### config.mk
export PLATFORM = sky130hd
export DESIGN_NAME = a_seq_mult_flat
export DESIGN_NICKNAME = d
export VERILOG_FILES = /design/src/rtl/a_seq_mult_pkg.sv /design/src/rtl/a_seq_mult_if.sv /design/src/rtl/a_n_rca.sv /design/src/rtl/a_seq_mult.sv /design/src/flat_wrapper.sv
export SDC_FILE = /design/constraint.sdc
export NUM_CORES = 1
export LEC_CHECK = 0
export BUFFER_PORTS_ARGS = -buffer_cell sky130_fd_sc_hd__buf_2
export CORE_MARGIN = 3
export CORE_UTILIZATION = 45
export DETAILED_ROUTE_END_ITERATION = 16
export PLACE_DENSITY = 0.78
export SETUP_SLACK_MARGIN = 0.1
export SLEW_MARGIN = 15
export SYNTH_ARGS = -nofsm -noshare
export SYNTH_HDL_FRONTEND = slang
export SYNTH_SLANG_ARGS = --single-unit
### constraint.sdc
create_clock -name clk -period 2.4 [get_ports clk]
set_input_delay 0.24 -clock clk [delete_from_list [all_inputs] [get_ports clk]]
set_output_delay 0.24 -clock clk [all_outputs]
set_load 0.01 [all_outputs]
### src/rtl/a_seq_mult_pkg.sv
// Shared types and defaults for the sequential shift-and-add multiplier.
package a_seq_mult_pkg;

    localparam int unsigned N_DEF = 4;

    typedef enum logic [1:0] {
        IDLE = 2'b00,
        RUN  = 2'b01,
        DONE = 2'b10
    } state_e;

endpackage : a_seq_mult_pkg

### src/rtl/a_seq_mult_if.sv
// start/busy/done handshake and operand/result bus between controller and multiplier.
interface a_seq_mult_if #(
    parameter int unsigned N = a_seq_mult_pkg::N_DEF
);
    logic           start;
    logic [N-1:0]   a;
    logic [N-1:0]   b;
    logic           busy;
    logic           done;
    logic [2*N-1:0] product;

    modport master (output start, a, b, input busy, done, product);
    modport slave  (input start, a, b, output busy, done, product);
endinterface : a_seq_mult_if

### src/rtl/a_n_rca.sv
// n-bit ripple-carry adder.
module a_n_rca #(
    parameter int unsigned n = 4
) (
    input  logic [n-1:0] a,
    input  logic [n-1:0] b,
    input  logic         c_in,
    output logic [n-1:0] sum,
    output logic         c_out
);

    logic c;

    always_comb begin
        c   = c_in;
        sum = '0;
        for (int i = 0; i < int'(n); i++) begin
            sum[i] = a[i] ^ b[i] ^ c;
            c      = (a[i] & b[i]) | (c & (a[i] ^ b[i]));
        end
        c_out = c;
    end

endmodule : a_n_rca

### src/rtl/a_seq_mult.sv
// Unsigned N x N shift-and-add multiplier: one partial-product add per RUN cycle.
module a_seq_mult
    import a_seq_mult_pkg::*;
#(
    parameter int unsigned N  = N_DEF,
    parameter int unsigned CW = 3
) (
    input  logic         clk,
    input  logic         rst_n,
    a_seq_mult_if.slave  bus
);

    state_e          state_q, state_n;
    logic [N-1:0]    m_q;
    logic [2*N-1:0]  p_q;
    logic [CW-1:0]   cnt_q;
    logic            busy_q, done_q;
    logic            load, shift;
    logic [N-1:0]    add_term;
    logic [N-1:0]    sum;
    logic            c_out;

    // Multiplicand is gated by the current multiplier LSB ahead of the adder.
    assign add_term = m_q & {N{p_q[0]}};

    a_n_rca #(.n(N)) u_rca (
        .a     (p_q[2*N-1:N]),
        .b     (add_term),
        .c_in  (1'b0),
        .sum   (sum),
        .c_out (c_out)
    );

    always_comb begin
        state_n = state_q;
        load    = 1'b0;
        shift   = 1'b0;
        case (state_q)
            IDLE: begin
                if (bus.start) begin
                    load    = 1'b1;
                    state_n = RUN;
                end
            end
            RUN: begin
                shift = 1'b1;
                if (cnt_q == CW'(N - 1)) begin
                    state_n = DONE;
                end
            end
            DONE: begin
                if (bus.start) begin
                    load    = 1'b1;
                    state_n = RUN;
                end else begin
                    state_n = IDLE;
                end
            end
            default: state_n = IDLE;
        endcase
    end

    always_ff @(posedge clk or negedge rst_n) begin
        if (!rst_n) begin
            state_q <= IDLE;
            busy_q  <= 1'b0;
            done_q  <= 1'b0;
        end else begin
            state_q <= state_n;
            busy_q  <= (state_n == RUN);
            done_q  <= (state_n == DONE);
        end
    end

    // Accumulator shifts right keeping the adder carry as the new MSB.
    always_ff @(posedge clk or negedge rst_n) begin
        if (!rst_n) begin
            m_q   <= '0;
            p_q   <= '0;
            cnt_q <= '0;
        end else if (load) begin
            m_q   <= bus.a;
            p_q   <= {{N{1'b0}}, bus.b};
            cnt_q <= '0;
        end else if (shift) begin
            p_q   <= {c_out, sum, p_q[N-1:1]};
            cnt_q <= cnt_q + CW'(1);
        end
    end

    assign bus.busy    = busy_q;
    assign bus.done    = done_q;
    assign bus.product = p_q;

endmodule : a_seq_mult

### src/flat_wrapper.sv
// flat-port wrapper written by rule: the top's interface ports become plain ports
module a_seq_mult_flat import a_seq_mult_pkg::*;
#(
    parameter int unsigned N  = N_DEF,
    parameter int unsigned CW = 3
)
  (clk, rst_n, bus_start, bus_a, bus_b, bus_busy, bus_done, bus_product);
  a_seq_mult_if #(.N(N)) bus_i ();
  input  logic clk;
  input  logic rst_n;
  input wire logic [$bits(bus_i.start)-1:0] bus_start;
  input wire logic [$bits(bus_i.a)-1:0] bus_a;
  input wire logic [$bits(bus_i.b)-1:0] bus_b;
  output wire logic [$bits(bus_i.busy)-1:0] bus_busy;
  output wire logic [$bits(bus_i.done)-1:0] bus_done;
  output wire logic [$bits(bus_i.product)-1:0] bus_product;
  assign bus_i.start = bus_start;
  assign bus_i.a = bus_a;
  assign bus_i.b = bus_b;
  assign bus_busy = bus_i.busy;
  assign bus_done = bus_i.done;
  assign bus_product = bus_i.product;
  a_seq_mult #(.N(N), .CW(CW)) u_core (.clk(clk), .rst_n(rst_n), .bus(bus_i));
endmodule
==> Word-level counts from Yosys, hierarchy flattened <==
Cells that the tools add are included.
{ "word_totals": {"input_bits": 11, "ff_bits": 19, "elab_cells": 44, "output_inout_bits": 10} }
{ "classes": {"addsub": 1, "muxes": 11, "bitwise": 18, "reduce_logical": 3, "n_eq_ne": 5} }
{ "ops": {"columns": ["operator", "n"], "rows": [
  ["two-way mux 8 bit", 2],
  ["AND 1 bit", 7],
  ["XOR 1 bit", 7],
  ["two-way mux 3 bit", 2],
  ["case mux 2 bit (3 select lines)", 1],
  ["AND 4 bit", 1],
  ["equality test 2 x 1 -> 1 bit (second input constant)", 2],
  ["equality test 2 bit (second input constant)", 2],
  ["two-way mux 1 bit", 4],
  ["two-way mux 2 bit", 2],
  ["adder 3 x 1 -> 3 bit (second input constant)", 1],
  ["equality test 3 x 2 -> 1 bit (second input constant)", 1],
  ["OR 1 bit", 3],
  ["zero test 2 bit", 1],
  ["nonzero test 2 bit", 1],
  ["OR reduction 2 bit", 1]
]} }

==> Longest topological paths before layout <==
{ "depth": {"ltp_word": 10, "depth_mapped": 8, "mapped_depth_nobuf": 8} }

==> Hierarchy <==
From an unflattened synthesis, not the netlist that was laid out.
{ "hier_totals": {"hier_cells": 83, "hier_area_um2": 1059.8} }
{ "by_module_without_submodules": {"columns": ["mod", "area_per_inst_um2", "seq_area_each_um2", "n_inst", "cells_each"], "rows": [
  ["a_seq_mult", 942.2, 475.5, 1, 69],
  ["a_n_rca", 117.6, 0.0, 1, 14]
]} }

==> Worst setup path before layout <==
OpenSTA, ideal clock, no wires.
{ "synth_path": {"path_type": "register to register", "start": "register u_core.p_q[0] (netlist: u_core.bus.product[0])", "end": "register u_core.p_q[6] (netlist: u_core.bus.product[6])", "stages_incl_launch_ff": 9, "synth_period_minus_slack_ns": 2.241, "arrival_ns": 2.174, "n_path_buf": 0, "required_time_ns": 2.333, "slack_ns": 0.159, "setup_time_ns": 0.067, "path_cell_list": "dfrtp_1 -> and2_1 -> ha_1 -> fa_1 -> fa_1 -> inv_1 -> fa_1 -> nand2b_1 -> a32o_1"} }
{ "synth_via": {"elab_chain_len": 9, "word_cells_on_any_way": 14, "cone_classes": "mux (2); bitwise (12)"} }
{ "synth_lines": {"columns": ["element", "line", "text"], "rows": [
  ["start: declaration", "a_seq_mult.sv:15", "logic [2*N-1:0] p_q;"],
  ["start signal: assignment", "a_seq_mult.sv:83", "p_q <= {{N{1'b0}}, bus.b};"],
  ["start signal: assignment", "a_seq_mult.sv:86", "p_q <= {c_out, sum, p_q[N-1:1]};"],
  ["AND 4 bit *", "a_seq_mult.sv:24", "assign add_term = m_q & {N{p_q[0]}};"],
  ["AND 1 bit or XOR 1 bit (tied branches)", "a_n_rca.sv:19", "c = (a[i] & b[i]) | (c & (a[i] ^ b[i]));"],
  ["AND 1 bit", "a_n_rca.sv:19", null],
  ["OR 1 bit", "a_n_rca.sv:19", null],
  ["AND 1 bit", "a_n_rca.sv:19", null],
  ["OR 1 bit", "a_n_rca.sv:19", null],
  ["XOR 1 bit *", "a_n_rca.sv:18", "sum[i] = a[i] ^ b[i] ^ c;"],
  ["two-way mux 8 bit *", "a_seq_mult.sv:85", "end else if (shift) begin"],
  ["two-way mux 8 bit *", "a_seq_mult.sv:81", "end else if (load) begin"]
]} }
Mark *: on every way between the ends. The rest lies on a longest branch, timed or not. The select of a mux whose other input is x is not followed.
A chain may end at the register's enable or synchronous reset.

==> Worst setup path after layout <==
Ends and elaborated chain as after synthesis.

==> impl_metrics.toml <==
[final_layout]
stdcell_count = 128
nets = 119
drive_gt1_share_pct = 33.7
area_growth_pct = 17.3
antenna_cells = 0
nFillCells = 186

[critical_path]
worstRegToRegCells = 8
regToRegStartpoint = "u_core.bus.product[0]"
worst-path-max-fanout = 3
end_kind = "flop"
cp-startpoint = "u_core.bus.product[0]"
rrSetupSlack_ns = 0.23
crit_required_ns = 2.64
start_kind = "flop"
r2r-end = "u_core.bus.product[6]"
worstPathArrival_ns = 2.40
critPathKind = "flop to flop"
crit_end = "u_core.bus.product[6]"

[place]
numPortBuffers = 20
dp_cells = 120
hpwl_mm = 1.26
gp_congestion = 0.735

[floorplan]
fp.dieW_um = 53.1
die_h_um = 53.1
initial_utilization_pct = 49.3
fp.coreArea_mm2 = 0.00202
rows = 16
dieArea_mm2 = 0.00282
pin_count = 21

[timing]
period_share_pct = 90.4
tightest_slew_ns = 0.622
fin_crit_ns = 2.17
tns_ns = 0
max_freq_mhz = 461
hold_violations = 0
setup_viol = 0
slew-limit-headroom_pct = 58.5
clock-skew-final_ns = 0.000702
maxSlewViolCount = 0
rsz0062_at_grt = "no"

[worst_hold_path]
hp-class = "input pin to flop"
hold_start = "bus_a[3]"

[drt]
post_drt_wl_per_cell_um = 13.6
wl_mm = 1.74
antenna_left = 0
num_vias = 643
dr.pass1.iters = 3
drc = 0
via_per_inst = 5.02
drt-initial-drc-count = 5

[global_routing]
grt.met1_usage_pct = 20.4
grt_util_met3_pct = 2.54
overflow = 0
first_global_vias = 682
grt_pass1_wl_mm = 3.00
grt_antenna_before_repair = 0
grt_util_met2_pct = 22.9
grt_usage_pct = 15.0
grt-busiest-layer = "met2"
grt_max_degree = 20

[power]
vdd_ir_drop_max_mv = 0.622
switching_share_pct = 37.1
cellPowerDensity_mw_per_mm2 = 1260
power.leakage_nw = 0.568
clkPwrFrac_pct = 10.8
seqPwrFrac_pct = 43.1
pwr-share-comb_pct = 46.1
p_int_mw = 0.925
switching_power_mw = 0.545

[logic_synthesis]
syn_area_um2 = 997
synth_seq_cells = 19
synth_top_family_by_area = "multiplexers"
synth-compound-area-share_pct = 8.03
synth_xor_area_share_pct = 0.878
yosysSeqAreaShare_pct = 47.7
yosys_warnings = 0
synthMuxAreaShare_pct = 19.9
syn_area_per_cell_um2 = 13.1
synth_fp_nets = 93
synth-main-ff-cell = "dfrtp_1"
async_reset_ff_share_pct = 100
syn_inst = 76
yosys.cell_types.count = 20
synth_edf_count = 0
synthAdderAreaFrac_pct = 9.79
synth-simple-area-share_pct = 9.54

[cts]
clock_sinks = 19
clk_latency_ns = 0.29
clkTransAtPathRegs_ns = 0.11
clk_path_buf_depth = 2
htreeDepth = 1
cts_buffers = 3
cts_tree = "built"
cts-root-buf = "clkbuf_4"

[job]
cap_violations = 0

[outcome]
status = "finished clean"
## worst min-delay path by stage
stage / to / slack, ns / cells past startpoint
floorplan: u_core.bus.busy / -0.06 / 0
global placement: u_core.cnt_q[0] / 0.20 / 1
detailed placement: u_core.cnt_q[2] / 0.20 / 1
CTS: u_core.m_q[1] / 0.16 / 2
global route: u_core.m_q[1] / 0.15 / 2
finish: u_core.m_q[3] / 0.16 / 2
## synth_stat cells (2+ instances only)
master	number	share of area [%]
inv_1	4	1.5
o21bai_1	2	1.5
a32o_1	3	3.0
a22o_1	4	3.5
dfrtp_1	19	48
mux2_1	4	4.5
nand2b_1	6	3.8
fa_1	3	6.0
and2_1	3	1.9
nor2_1	2	0.75
buf_4	2	1.5
mux2_2	3	3.4
ha_1	3	3.8
mux2i_1	12	12
## registers in the layout (all words and copies together), names as in the netlist
| signal | flops |
|---|---|
| u_core.bus.done | 1 |
| u_core.cnt_q | 3 |
| u_core.bus.product | 8 |
| u_core.state_q | 2 |
| u_core.bus.busy | 1 |
| u_core.m_q | 4 |
## worst max-delay path, stage by stage (launching register included)
cell and delay [ns]:
dfrtp_1 0.40, and2_1 0.14, ha_1 0.19, fa_2 0.34, fa_2 0.34, inv_1 0.07
fa_1 0.40, nand2b_1 0.08, a32o_1 0.15
## through the flow
step | worst slack, ns | hold slack, ns | util (%) | total power, mW | area (um^2)
final | 0.231 | 0.162 | 57.9 | 1.47 | 1170
after global routing | 0.109 | 0.147 | 57.9 | 1.62 | 1170
after CTS | 0.123 | 0.158 | 57.2 | 1.47 | 1160
after detailed placement | 0.0899 | 0.200 | 54.6 | 1.29 | 1100
after global placement | 0.170 | 0.196 | 54.6 | 1.25 | 1100
after floorplan | 0.159 | -0.0556 | - | 1.10 | 997
## per-layer routing
metal  share of wire (%)  vias to the layer above
li1                    -                      318
met1                  45                      302
met2                  48                       19
met3                 5.1                        4
met4                 1.7                        0
met5                   0                        -
## area by class of cell
| class | instances | area, um^2 | share of cell area [%] |
|---|---|---|---|
| Clock inverter | 1 | 5.00 | 0.428 |
| Clock buffer | 3 | 22.5 | 1.93 |
| Tap cell | 27 | 33.8 | 2.89 |
| Inverter | 4 | 15.0 | 1.28 |
| Timing Repair Buffer | 24 | 133 | 11.3 |
| Sequential cell | 19 | 475 | 40.6 |
| Multi-Input combinational cell | 50 | 485 | 41.5 |
## power groups by stage
stage	logic, mW	registers, mW	clock network, mW
final	0.678	0.633	0.159
after global routing	0.776	0.662	0.179
after CTS	0.673	0.635	0.164
after detailed placement	0.636	0.650	0
after global placement	0.606	0.639	0
after floorplan	0.485	0.615	0
## layout by cell type, fill, tap and decap left out
master,count
a22o_1,4
a32o_1,3
and2_1,3
buf_2,20
buf_4,3
clkbuf_4,3
clkinv_2,1
dfrtp_1,19
dlygate4sd3_1,1
fa_1,1
fa_2,2
ha_1,3
inv_1,4
mux2_1,4
mux2_2,3
mux2i_1,12
nand2_1,1
nand2b_1,6
nor2_1,2
nor2_2,1
nor2b_4,1
o21bai_1,2
or2b_1,1
xnor2_1,1
## timing repair
item | in CTS | in global routing
resized for setup | 0 | 2
hold buffers | 1 | 0
hold endpoints to repair | 19 | 0
gates cloned | 0 | 0
pin swaps | 0 | 0
setup endpoints to repair | 1 | 1
setup buffers | 2 | 1
## cells by family after synthesis
| logic type | Yosys count |
|---|---|
| compound gates | 9 |
| xor+xnor | 1 |
| fa+ha+maj | 6 |
| buf+inv | 7 |
| flops | 19 |
| mux | 19 |
| simple gates | 15 |
No activity file was read; power rests on OpenSTA's default activity.
